[src/rtl/alu_flag_branch_unit.sv]
// Architectural Z/N/C/V flag register with a save/restore stack, plus a
// one-stage valid/ready branch resolver that evaluates against bypassed flags.
module alu_flag_branch_unit #(
    parameter int STACK_DEPTH = 4,
    parameter int ADDR_W      = 16
) (
    input  logic              clk,
    input  logic              rst,
    input  logic [15:0]       status_in,
    input  logic              flag_we,
    input  logic              flag_push,
    input  logic              flag_pop,
    input  logic              cond_valid,
    output logic              cond_ready,
    input  logic [2:0]        cond_code,
    input  logic [ADDR_W-1:0] cond_target,
    output logic              br_valid,
    input  logic              br_ready,
    output logic              br_taken,
    output logic [ADDR_W-1:0] br_target,
    output logic [15:0]       flags_out,
    output logic              stack_empty,
    output logic              stack_full,
    output logic              stack_err
);

    localparam int IDX_W = $clog2(STACK_DEPTH);
    localparam int PTR_W = IDX_W + 1;
    localparam logic [PTR_W-1:0] PTR_ONE  = PTR_W'(1);
    localparam logic [PTR_W-1:0] PTR_FULL = PTR_W'(STACK_DEPTH);

    // Flag nibble order is {Z, N, C, V}.
    logic [3:0]        flags_q, flags_d;
    logic [PTR_W-1:0]  ptr_q, ptr_d;
    logic              err_q, err_d;
    logic              br_valid_q, br_valid_d;
    logic              br_taken_q, br_taken_d;
    logic [ADDR_W-1:0] br_target_q, br_target_d;
    logic [3:0]        stack_mem [STACK_DEPTH];

    logic              push_ok, pop_ok;
    logic [IDX_W-1:0]  push_idx, pop_idx;
    logic [PTR_W-1:0]  ptr_dec;
    logic              cond_true;
    logic              accept;

    assign stack_empty = (ptr_q == '0);
    assign stack_full  = (ptr_q == PTR_FULL);
    assign ptr_dec     = ptr_q - PTR_ONE;
    assign push_idx    = ptr_q[IDX_W-1:0];
    assign pop_idx     = ptr_dec[IDX_W-1:0];

    // Simultaneous push and pop cancel each other and count as an error.
    assign push_ok = flag_push && !flag_pop && !stack_full;
    assign pop_ok  = flag_pop && !flag_push && !stack_empty;

    always_comb begin
        flags_d = flags_q;
        ptr_d   = ptr_q;
        err_d   = (flag_push && flag_pop)
                || (flag_push && !flag_pop && stack_full)
                || (flag_pop && !flag_push && stack_empty);
        if (pop_ok) begin
            flags_d = stack_mem[pop_idx];
            ptr_d   = ptr_dec;
        end else begin
            if (flag_we) begin
                flags_d = status_in[15:12];
            end
            if (push_ok) begin
                ptr_d = ptr_q + PTR_ONE;
            end
        end
    end

    // Conditions see this cycle's next-flags value so a request issued
    // alongside a flag write or pop resolves against the new flags.
    always_comb begin
        cond_true = 1'b0;
        case (cond_code)
            3'b000:  cond_true = 1'b1;
            3'b001:  cond_true = flags_d[3];
            3'b010:  cond_true = !flags_d[3];
            3'b011:  cond_true = flags_d[2];
            3'b100:  cond_true = !flags_d[2];
            3'b101:  cond_true = flags_d[1];
            3'b110:  cond_true = flags_d[0];
            default: cond_true = 1'b0;
        endcase
    end

    assign cond_ready = !br_valid_q || br_ready;
    assign accept     = cond_valid && cond_ready;

    always_comb begin
        br_valid_d  = br_valid_q;
        br_taken_d  = br_taken_q;
        br_target_d = br_target_q;
        if (accept) begin
            br_valid_d  = 1'b1;
            br_taken_d  = cond_true;
            br_target_d = cond_target;
        end else if (br_ready) begin
            br_valid_d  = 1'b0;
        end
    end

    always_ff @(posedge clk) begin
        if (rst) begin
            flags_q     <= '0;
            ptr_q       <= '0;
            err_q       <= 1'b0;
            br_valid_q  <= 1'b0;
            br_taken_q  <= 1'b0;
            br_target_q <= '0;
        end else begin
            flags_q     <= flags_d;
            ptr_q       <= ptr_d;
            err_q       <= err_d;
            br_valid_q  <= br_valid_d;
            br_taken_q  <= br_taken_d;
            br_target_q <= br_target_d;
        end
    end

    // Stack storage is left unreset; the pointer alone defines validity.
    always_ff @(posedge clk) begin
        if (!rst && push_ok) begin
            stack_mem[push_idx] <= flags_q;
        end
    end

    assign flags_out = {flags_q, 12'b0};
    assign stack_err = err_q;
    assign br_valid  = br_valid_q;
    assign br_taken  = br_taken_q;
    assign br_target = br_target_q;

endmodule

[config.mk]
export PLATFORM = sky130hd
export DESIGN_NAME = alu_flag_branch_unit
export DESIGN_NICKNAME = d
export VERILOG_FILES = /design/src/rtl/alu_flag_branch_unit.sv
export SDC_FILE = /design/constraint.sdc
export NUM_CORES = 1
export LEC_CHECK = 0
export CAP_MARGIN = 20
export CORE_MARGIN = 5
export CORE_UTILIZATION = 43
export DETAILED_ROUTE_END_ITERATION = 10
export PLACE_DENSITY = 0.81
export SLEW_MARGIN = 10
export SYNTH_ARGS = -nofsm -noshare
export SYNTH_HDL_FRONTEND = slang
export SYNTH_SLANG_ARGS = --single-unit
[constraint.sdc]
create_clock -name clk -period 5.05 [get_ports clk]
set_clock_uncertainty 0.05 [all_clocks]
set_input_delay 1.01 -clock clk [delete_from_list [all_inputs] [get_ports clk]]
set_output_delay 1.01 -clock clk [all_outputs]
set_load 0.005 [all_outputs]
Word level (Yosys, flattened, before mapping)

Memory sizes are Yosys's and may differ from the RTL's.
Cells that the tools add are included.

Flip-flop bits (word level): 26
RAM bits: 16
Bits of input ports: 42
Output and inout bits: 38
Memories: 1

Memory list:

| name      | words | bits a word | read ports | clocked after Yosys merged registers in | wr ports | RTL line | source |
|---|---|---|---|---|---|---|---|
| stack_mem | 4     | 4           | 1          | 0                                       | 1        | 39       | `logic [3:0] stack_mem [STACK_DEPTH];` |

Add/sub/neg operators: 2
Eq/ne operators: 7
Muxes and demuxes: 9
Reductions and logical operators: 24

Operators with widths:

| kind                | count |
|---|---|
| $eq 3x3->1 const B  | 4 |
| $logic_and 1x1->1   | 9 |
| $logic_not 1->1     | 8 |
| $mux 4              | 2 |
| $pmux 1 s7          | 1 |
| $eq 3x2->1 const B  | 2 |
| $logic_not 3->1     | 2 |
| $mux 3              | 2 |
| $mux 1              | 4 |
| $reduce_bool 2->1   | 2 |
| $add 3x1->3 const B | 1 |
| $eq 3x1->1 const B  | 1 |
| $logic_or 1x1->1    | 3 |
| $sub 3x1->3 const B | 1 |

Logic depth before layout (Yosys ltp)

Gate-level depths: netlist of run 1.

Depth after elaboration: 6
Depth in mapped cells: 9

Least setup slack after synthesis of run 1

Ideal clock, no wire load.

Kind: input port to output port
Start: input br_ready
End: output cond_ready
Arrival: 1.174 ns
Required time: 3.990 ns
Path slack: 2.816 ns
Stages: 1
Path buffers: 0
Cells stage by stage: nand2b_1

Longest elaborated chain between the ends: 1

Ends and longest elaborated chain:

| element          | RTL line | source |
|---|---|---|
| start, declared  | 18       | `input logic br_ready,` |
| $logic_or 1x1->1 | 92       | `assign cond_ready = !br_valid_q \|\| br_ready;` |
| end, declared    | 14       | `output logic cond_ready,` |

No other way between the ends.

Worst setup path after layout of run 1

Ends and elaborated chain as after synthesis.

==> results of run 1 <==
## through the flow
| step | std cells | hold slack (ns) | utilization |
|---|---|---|---|
| global placement | 285 | 0.3910 | 0.5628 |
| finish | 293 | 0.4066 | 0.5830 |
| detailed placement | 285 | 0.3985 | 0.5628 |
| floorplan | 197 | 0.4010 | - |
| CTS | 293 | 0.4116 | 0.5830 |
| global route | 293 | 0.4298 | 0.5830 |
## registers in the layout, summed over array words and instances, names as in the netlist
register   flops
flags_q        4
br_taken       1
br_target     16
ptr_q          3
stack_err      1
br_valid       1
stack_mem     16
## logic make-up after synthesis
family | Yosys count
other | 1
muxes | 8
buffers and inverters | 26
xor gates and xnor gates | 3
adders and majority gates | 5
DFF | 42
AOI/OAI and AO/OA | 34
and+or+nand+nor | 67
## worst max-delay path: stages
cell and delay [ns]:
clkdlybuf4s50_1 0.45, nand2b_1 0.16, clkdlybuf4s50_1 0.52
## cell usage in the layout (no fill, tap or decap), types with 2 or more instances in the layout
master / n
and2_1: 7
xor2_1: 2
mux2_2: 2
nor4b_1: 2
clkinv_2: 2
inv_1: 5
nand2_1: 36
edfxtp_1: 16
nand2b_1: 4
a31oi_1: 3
clkdlybuf4s50_1: 55
ha_1: 5
clkbuf_8: 5
nor3_1: 2
mux4_2: 2
o21ai_0: 7
a21oi_1: 19
or3_1: 2
mux2i_1: 2
mux4_1: 2
a22oi_1: 2
dfxtp_1: 26
conb_1: 12
nor2_1: 8
## metal layers
layer	GRT usage	routed length, um	vias up	part of all wire
met4	0.05245	57	0	0.014
met5	0	0	-	0
met2	0.2414	1996	52	0.47
li1	-	-	724	-
met1	0.1713	1806	661	0.43
met3	0.05556	344	5	0.082
## layout make-up
type	count	area share
Tap cell	52	0.02581
Multi-Input combinational cell	129	0.3122
Clock buffer	5	0.02730
Clock inverter	3	0.007444
Sequential cell	42	0.3970
Timing Repair Buffer	56	0.2213
Inverter	6	0.008933
## final timing paths
check | to | depth (start not counted) | startpoint | slack (ns)
worst max-delay path | cond_ready | 3 | br_ready | 1.85
worst min-delay path | br_target[14] | 2 | br_target[14] | 0.41
worst max register to register | br_taken | 7 | ptr_q[0] | 2.58
worst min register to register | br_target[14] | 2 | br_target[14] | 0.41
## power by group
part	switching (W)	internal (W)	total [W]
Clock	0.000117	0.0000973	0.000214
Combinational	0.0000781	0.0000906	0.000169
Sequential	0.0000198	0.000374	0.000394
==> metrics.md, run 1 <==
| Metric | Value |
|---|---|
| Worst-Margin Slew | 0.6533 ns |
| Dpl ws | around 1.9 ns |
| Crit-path max FO | 4 |
| Max clock buf depth | 2 |
| Total gr overflow | 0 |
| Port-buffer cells | 55 |
| Pwr Density | 308.2 nW/um2 |
| Vias/cell | 4.922 |
| Root Driver | clkbuf_8 |
| Post-synthesis mux area share | 0.07354 |
| Synth cell types | 36 |
| Final instance area | 2521 um2 |
| Final Hold Violating Endpoints | 0 |
| Aggregate global-route resource usage | 0.1458 |
| Synth Flop Type | dfxtp_1 |
| Post-layout min period | 3.198 ns |
| Initial antenna violation count | 0 |
| Count leader, synth | nand2_1 |
| DRT Wirelength | between 4000 and 5000 um |
| Synth Area in XOR/XNOR | 0.01379 |
| Compound-Gate Fraction of Synth Area | 0.1005 |
| Final worst slack | 1.852 ns |
| Post-synth top area share | 0.2731 |
| # fillers | 390 |
| Setup TNS Final | 0 ns |
| Synth Area in Adders | 0.03283 |
| Via count | ~1400 |
| Cts hold-fix bufs | 0 |
| Clock Latency Late Sink | between 0.2 and 0.3 ns |
| Top cells by count, synth | 36 x nand2_1, 26 x dfxtp_1, 19 x a21oi_1, 16 x edfxtp_1, 14 x buf_4 |
| First-pass GRT wire length | slightly below 7000 um |
| Post-CTS Setup Bufs | 0 |
| FP Rows | 24 |
| Seq/Total Area, Yosys | 0.5253 |
| Ports | 80 |
| Detail Route Antenna Nets | 0 |
| Drt drc | 0 |
| Area share of and/or/nand/nor cells after synthesis | 0.1687 |
| Post-synthesis sequential element count | between 40 and 50 |
| Yosys warns | 0 |
| Ys async rst share | 0 |
| Worst-path clk slew | 0.08 ns |
| Post-synth EDFFs | 16 |
| Initial Utilization | 0.4407 |
| HP Class | reg -> reg |
| Die width | ~77 um |
| Critical path arrival | around 2.1 ns |
| Cts repair resizes | 0 |
| Wire length per cell | 14.35 um |
| Detailed Route Iter0 Violations | 41 |
| Max transition margin | 0.5645 |
| DR pass1 iterations | 4 |
| Syn Inst Count | 186 |
| Worst vdd ir | slightly below 0.2 mV |
| Area growth syn-to-layout | 32.30% |
| Total CTS buffers | 5 |
| Share of cells above drive strength 1 | 0.06639 |
| Main combinational cell family by area after synthesis | simple AND/OR/NAND/NOR gates |
| Overall power | 0.0007770 W |
| Max-Cap Viols | 0 |
| Dpl hpwl | 3053 um |
| Startpoint Class | input port |
| Core area | approximately 4300 um2 |
| Die area | between 5000 and 6000 um2 |
| Final setup vio count | 0 |
| ANT cells | 0 |
| CP Capture Type | output port |
| Largest cells by area after synthesis | dfxtp_1 27%, edfxtp_1 25%, nand2_1 7.1% |
| Unrepaired setup endpoints after global routing | false |
| Number of global-route vias before repair | 1384 |
| Clock sinks | 42 |
| Leak pwr | 0.9558 nW |
| Largest net degree at the start of global routing | 28 |
| Final Cycle Share | 0.6332 |
| Max-slew violation count | 0 |
| Post-Syn Area | approximately 1900 um2 |
| FF+latch area | about 1000 um2 |
| H-tree lvl count | 2 |
| Critical path required time | about 4.0 ns |
| F_max | around 310 MHz |
| Status | finished clean |
| Crit Path Category | in -> out |
| TritonCTS clock tree | built |
| Final Wtd Congestion | approximately 0.84 |
| Largest area contributor in the netlist | dfxtp_1 |
| Placed inst area | around 2400 um2 |
| Die Ht | 76.57 um |
| Synthesized area per cell | 10.25 um2 |
| Nets@finish | 287 |
| Multi-input logic area | roughly 790 um2 |
No activity file was read; power rests on OpenSTA's default activity.
==> inputs of run 2 (changes only) <==
--- a/config.mk
+++ b/config.mk
@@ -7,9 +7,9 @@
 export LEC_CHECK = 0
 export CAP_MARGIN = 20
 export CORE_MARGIN = 5
-export CORE_UTILIZATION = 43
+export CORE_UTILIZATION = 38
 export DETAILED_ROUTE_END_ITERATION = 10
-export PLACE_DENSITY = 0.81
+export PLACE_DENSITY = 0.76
 export SLEW_MARGIN = 10
 export SYNTH_ARGS = -nofsm -noshare
 export SYNTH_HDL_FRONTEND = slang
==> constraint.sdc (replaced) <==
create_clock -name clk -period 2.8 [get_ports clk]
set_clock_uncertainty 0.05 [all_clocks]
set_input_delay 0.56 -clock clk [delete_from_list [all_inputs] [get_ports clk]]
set_output_delay 0.56 -clock clk [all_outputs]
set_load 0.005 [all_outputs]
==> run 2 against run 1 <==
Routed wire length grew 2.6%. Power grew 90%. Critical path depth grew 2. Via count grew 0.76%. Sequential power grew 78%. Combinational power grew 89%. Non-clock buffer count grew 2. Final area grew 2.3%. Clock-buffer cell count grew 1. Sequential share of layout area shrank 0.90 points. Flip-flop and latch count is the same. Critical path type is now reg -> out. Highest routed layer unchanged.
==> metrics.md, run 2 (same netlist as run 1, synthesis figures left out) <==
| Metric | Value |
|---|---|
| Cts hold-fix bufs | 0 (unchanged) |
| Multi-input logic area | 787.0 um2 (unchanged) |
| Number of global-route vias before repair | 1476 (+6.6%) |
| DRT Wirelength | 4314 um (+2.6%) |
| Initial antenna violation count | 0 (unchanged) |
| FF+latch area | 1001 um2 (unchanged) |
| Crit-path max FO | 10 (+6) |
| Pwr Density | 572.9 nW/um2 (+86%) |
| Largest net degree at the start of global routing | 27 (-3.6%) |
| Post-CTS Setup Bufs | 0 (unchanged) |
| Most frequent cells in the layout | 55 x clkdlybuf4s50_1, 36 x nand2_1, 26 x dfxtp_1 |
| Detailed Route Iter0 Violations | 90 (+120%) |
| Dpl hpwl | 3218 um (+5.4%) |
| Max-Cap Viols | 0 (unchanged) |
| First-pass GRT wire length | 7162 um (+5.9%) |
| Vias/cell | 4.687 (-4.8%) |
| Reg2reg start | ptr_q[1] |
| Max transition margin | 0.6062 (+0.04168) |
| Leak pwr | 0.9719 nW (+1.7%) |
| DR pass1 iterations | 4 (unchanged) |
| HP Class | reg -> reg |
| Clock Latency Late Sink | 0.30 ns (about the same) |
| Critical path arrival | 1.86 ns (-0.28 ns) |
| FP Rows | 25 (+4.2%) |
| # fillers | 437 (+12%) |
| Final Hold Violating Endpoints | 0 (unchanged) |
| Via count | 1453 (+0.76%) |
| Area growth syn-to-layout | 35.39% |
| Worst-path clk slew | 0.08 ns (about the same) |
| Root Driver | clkbuf_8 |
| Worst hold start | br_target[2] |
| Die width | 80.82 um (+5.5%) |
| H-tree lvl count | 2 (unchanged) |
| Die area | 6531 um2 (+11%) |
| Worst-Margin Slew | 0.5907 ns (-0.06252 ns) |
| F_max | just over 400 MHz |
| TritonCTS clock tree | built |
| Aggregate global-route resource usage | 0.1451 (-0.0007237) |
| Final Cycle Share | 0.8819 |
| Unrepaired setup endpoints after global routing | false |
| CP Capture Type | output port |
| Max clock buf depth | 2 (unchanged) |
| Commonest non-fill, non-tap cell in the layout | clkdlybuf4s50_1 |
| Startpoint Class | flop |
| Detail Route Antenna Nets | 0 (unchanged) |
| Setup TNS Final | 0 ns (unchanged) |
| Crit Path Category | reg -> out |
| CP Launch Point | ptr_q[1] |
| ANT cells | 0 (unchanged) |
| Status | finished clean |
| Clock sinks | 42 (unchanged) |
| Port-buffer cells | 55 (unchanged) |
| Wire length per cell | 13.92 um (-3.0%) |
| Drt drc | 0 (unchanged) |
| Ports | 80 (unchanged) |
| Final setup vio count | 0 (unchanged) |
| Critical path required time | 2.19 ns (-1.80 ns) |
| Post-layout min period | 2.469 ns |
| Max-slew violation count | 0 (unchanged) |
| Cts repair resizes | 0 (unchanged) |
| Final Wtd Congestion | 0.8075 (-3.3%) |
| Core area | 4786 um2 (+11%) |
| Nets@finish | 289 (+0.70%) |
| Initial Utilization | 0.3982 (-0.04251) |
| Die Ht | 80.82 um (+5.5%) |
| Share of cells above drive strength 1 | 0.07407 (+0.007684) |
| Hold WS | 0.4048 ns (-0.001786 ns) |
| Total gr overflow | 0 (unchanged) |
| Total CTS buffers | 5 (unchanged) |
| Worst vdd ir | 0.3379 mV (+71%) |
run 2: worst paths after layout:
path | end | slack (ns) | cells past startpoint
worst min-delay path | br_target[2] | 0.40 | 2
worst max-delay path | stack_empty | 0.33 | 5
worst min register to register | br_target[2] | 0.40 | 2
worst max register to register | br_taken | 0.69 | 7
run 2: layout make-up:
| type | count | area share |
|---|---|---|
| sequential | 42 | 0.3880 |
| tap | 67 | 0.03249 |
| inverter | 6 | 0.008729 |
| timing repair buffer | 58 | 0.2221 |
| clock buffer | 6 | 0.03637 |
| multi-input combinational | 129 | 0.3050 |
| clock inverter | 2 | 0.007275 |
run 2: metal layers:
layer / global-route usage / vias to the layer above / wire length [um]
li1: - / 729 / -
met1: 0.1759 / 669 / 1770
met2: 0.2438 / 48 / 2140
met3: 0.03769 / 7 / 324
met4: 0.06081 / 0 / 78
met5: 0 / - / 0
run 2: report_power, final:
group	internal, W	switching [W]
Sequential	0.000675	0.0000263
Combinational	0.000168	0.000152
Clock	0.000236	0.000221
run 2: critical path: stages (launching register included):
cell and delay, ns:
dfxtp_1 0.33, inv_1 0.12, ha_1 0.22, nand2b_1 0.13
inv_2 0.21, clkdlybuf4s50_1 0.54
run 2: stage by stage:
stage	worst slack, ns	std cells	utilization	power (W)	cell area [um2]
2_1_floorplan	0.7619	197	-	0.0008979	1947
3_3_place_gp	0.4253	302	0.5156	0.001028	2467
3_5_place_dp	0.3868	302	0.5156	0.001037	2467
4_1_cts	0.3318	310	0.5391	0.001500	2580
5_1_grt	0.2111	310	0.5391	0.001574	2580
6_report	0.3306	310	0.5391	0.001478	2580
==> inputs of run 3 (changes only) <==
--- a/config.mk
+++ b/config.mk
@@ -6,6 +6,7 @@
 export NUM_CORES = 1
 export LEC_CHECK = 0
 export CAP_MARGIN = 20
+export CORE_ASPECT_RATIO = 2
 export CORE_MARGIN = 5
 export CORE_UTILIZATION = 38
 export DETAILED_ROUTE_END_ITERATION = 10
==> run 3 against run 2 <==
Clock-buffer cell count is the same. Setup slack gained 0.057 ns. Power shrank 5.8%. Non-clock buffer count grew 1. Routed wire length shrank 2.9%. Clock power shrank 19%. Highest routed layer unchanged. Sequential power is essentially flat. Maximum frequency grew 2.4%. Core utilization shrank 1.5 points. Final cell count shrank 2.9%. Critical path type unchanged. Final area shrank 1.2%. Hold slack lost 0.00062 ns.
==> metrics.md, run 3 (same netlist as run 1, synthesis figures left out) <==
| Metric | Value |
|---|---|
| Pwr Density | 546.4 nW/um2 (-4.6%) |
| Initial Utilization | 0.3917 (-0.006452) |
| CP Capture Type | output port |
| DR pass1 iterations | 4 (unchanged) |
| Via count | 1480 (+1.9%) |
| FP Rows | 36 (+44%) |
| First-pass GRT wire length | 6920 um (-3.4%) |
| Setup TNS Final | 0 ns (unchanged) |
| Critical Path End | stack_empty |
| Startpoint Class | flop |
| Clock sinks | 42 (unchanged) |
| Die area | 6617 um2 (+1.3%) |
| Vias/cell | 4.917 (+4.9%) |
| Leak pwr | 0.9673 nW (-0.46%) |
| ANT cells | 0 (unchanged) |
| Number of global-route vias before repair | 1543 (+4.5%) |
| Cts repair resizes | 0 (unchanged) |
| Flop-to-flop setup slack | 0.64 ns (-0.05 ns) |
| Largest net degree at the start of global routing | 27 (unchanged) |
| Final Hold Violating Endpoints | 0 (unchanged) |
| HP Class | reg -> reg |
| Final Cycle Share | 0.8615 (-0.02045) |
| Dpl ws | 0.4007 ns (+0.01393 ns) |
| Worst-Margin Slew | 0.6205 ns (+0.02976 ns) |
| H-tree lvl count | 2 (unchanged) |
| Aggregate global-route resource usage | 0.1393 (-0.005816) |
| Area growth syn-to-layout | 33.75% |
| Worst reg2reg path depth | 7 (unchanged) |
| Critical path, cell by cell | inv_1, ha_1, nand2b_1, inv_2, clkdlybuf4s50_1 |
| # fillers | 460 (+5.3%) |
| Share of cells above drive strength 1 | 0.07377 (-0.0003036) |
| Crit-path max FO | 10 (unchanged) |
| Post-CTS Setup Bufs | 0 (unchanged) |
| Commonest non-fill, non-tap cell in the layout | clkdlybuf4s50_1 |
| Max-slew violation count | 0 (unchanged) |
| Final Wtd Congestion | 0.7370 (-8.7%) |
| CP Launch Point | ptr_q[1] |
| TritonCTS clock tree | built |
| Final setup vio count | 0 (unchanged) |
| Slowest-stage cell, CP | clkdlybuf4s50_1 |
| FF+latch area | 1001 um2 (unchanged) |
| Worst-path clk slew | 0.08 ns (about the same) |
| Reg2Reg Capture Point | br_taken |
| Unrepaired setup endpoints after global routing | false |
| Core area | 4865 um2 (+1.6%) |
| Max stage delay on crit path | 0.54 ns (about the same) |
| Most frequent cells in the layout | 55 x clkdlybuf4s50_1, 36 x nand2_1, 26 x dfxtp_1 |
| Total gr overflow | 0 (unchanged) |
| Die width | 60.08 um (-26%) |
| Nets@finish | 290 (+0.35%) |
| Max clock buf depth | 2 (unchanged) |
| Max transition margin | 0.5863 (-0.01984) |
| Die Ht | 110.1 um (+36%) |
| Dpl hpwl | 3325 um (+3.3%) |
| Overall power | 0.001393 W (-5.8%) |
| Detailed Route Iter0 Violations | 18 (-80%) |
| Clock Latency Late Sink | 0.29 ns (about the same) |
| Wire length per cell | 13.92 um (about the same) |
| Status | finished clean |
| Worst hold stages | 2 (unchanged) |
| Port-buffer cells | 55 (unchanged) |
| Total CTS buffers | 5 (unchanged) |
| Crit Path Category | reg -> out |
| Max-Cap Viols | 0 (unchanged) |
| DRT Wirelength | 4190 um (-2.9%) |
| Post-layout min period | 2.412 ns (-0.05725 ns) |
| Initial antenna violation count | 0 (unchanged) |
| F_max | 414.6 MHz (+2.4%) |
| Worst vdd ir | 0.4274 mV (+26%) |
| Critical path required time | 2.19 ns (about the same) |
| Detail Route Antenna Nets | 0 (unchanged) |
| Drt drc | 0 (unchanged) |
| Multi-input logic area | 787.0 um2 (unchanged) |
| Placed inst area | 2462 um2 (-0.20%) |
| Cts hold-fix bufs | 0 (unchanged) |
| Critical path arrival | 1.80 ns (-0.06 ns) |
| Final instance area | 2549 um2 (-1.2%) |
| Ports | 80 (unchanged) |
| Final worst slack | 0.3879 ns (+0.05725 ns) |
| Reg2reg start | ptr_q[1] |
| Root Driver | clkbuf_8 |
-- run 3: changes by cell type in the layout (fill, tap and decap cells not counted), sizes merged --
cell | before | now
clkinvlp | 1 | 0
buf | 3 | 4
clkinv | 0 | 2
inv | 7 | 6
-- run 3: worst min-delay path by stage --
| stage | from | to | slack (ns) |
|---|---|---|---|
| 2_1_floorplan | br_target[0] | br_target[0] | 0.40 |
| 3_3_place_gp | br_target[13] | br_target[13] | 0.39 |
| 4_1_cts | br_target[6] | br_target[6] | 0.41 |
| 6_report | br_target[6] | br_target[6] | 0.40 |
| 5_1_grt | br_target[6] | br_target[6] | 0.42 |
| 3_5_place_dp | br_target[6] | br_target[6] | 0.40 |
-- run 3: power by group --
part	total [W]	switching [W]	leakage (nW)	internal (W)
registers	0.000698	0.0000233	0.362	0.000675
clock network	0.000371	0.000195	0.0452	0.000176
logic	0.000324	0.000154	0.560	0.000170
total	0.00139	0.000372	0.967	0.00102
-- run 3: critical path, delay by kind of cell (launching register included) --
family	cells	cell delay, ns
adders and majority gates	1	0.23
buffers and inverters	3	0.84
DFF	1	0.33
and+or+nand+nor	1	0.12
-- run 3: layout make-up --
class | count | share of cell area
flip-flops and latches | 42 | 0.3927
multi-input cells | 129 | 0.3088
repair buffers | 59 | 0.2278
clock buffers | 6 | 0.02847
well taps | 57 | 0.02798
inverters | 6 | 0.008837
clock inverters | 2 | 0.005400
-- run 3: layer usage --
layer	vias to the layer above	global-route usage	part of all wire
met5	-	0	0
met4	0	0.05230	0.015
met3	8	0.05245	0.099
met2	58	0.2539	0.54
met1	684	0.1370	0.35
li1	730	-	-
-- run 3: through the flow --
stage	util	instances	hold slack, ns
2_1_floorplan	-	197	0.4010
3_5_place_dp	0.5062	293	0.3990
4_1_cts	0.5239	301	0.4071
6_report	0.5239	301	0.4042
5_1_grt	0.5239	301	0.4214
3_3_place_gp	0.5062	293	0.3911
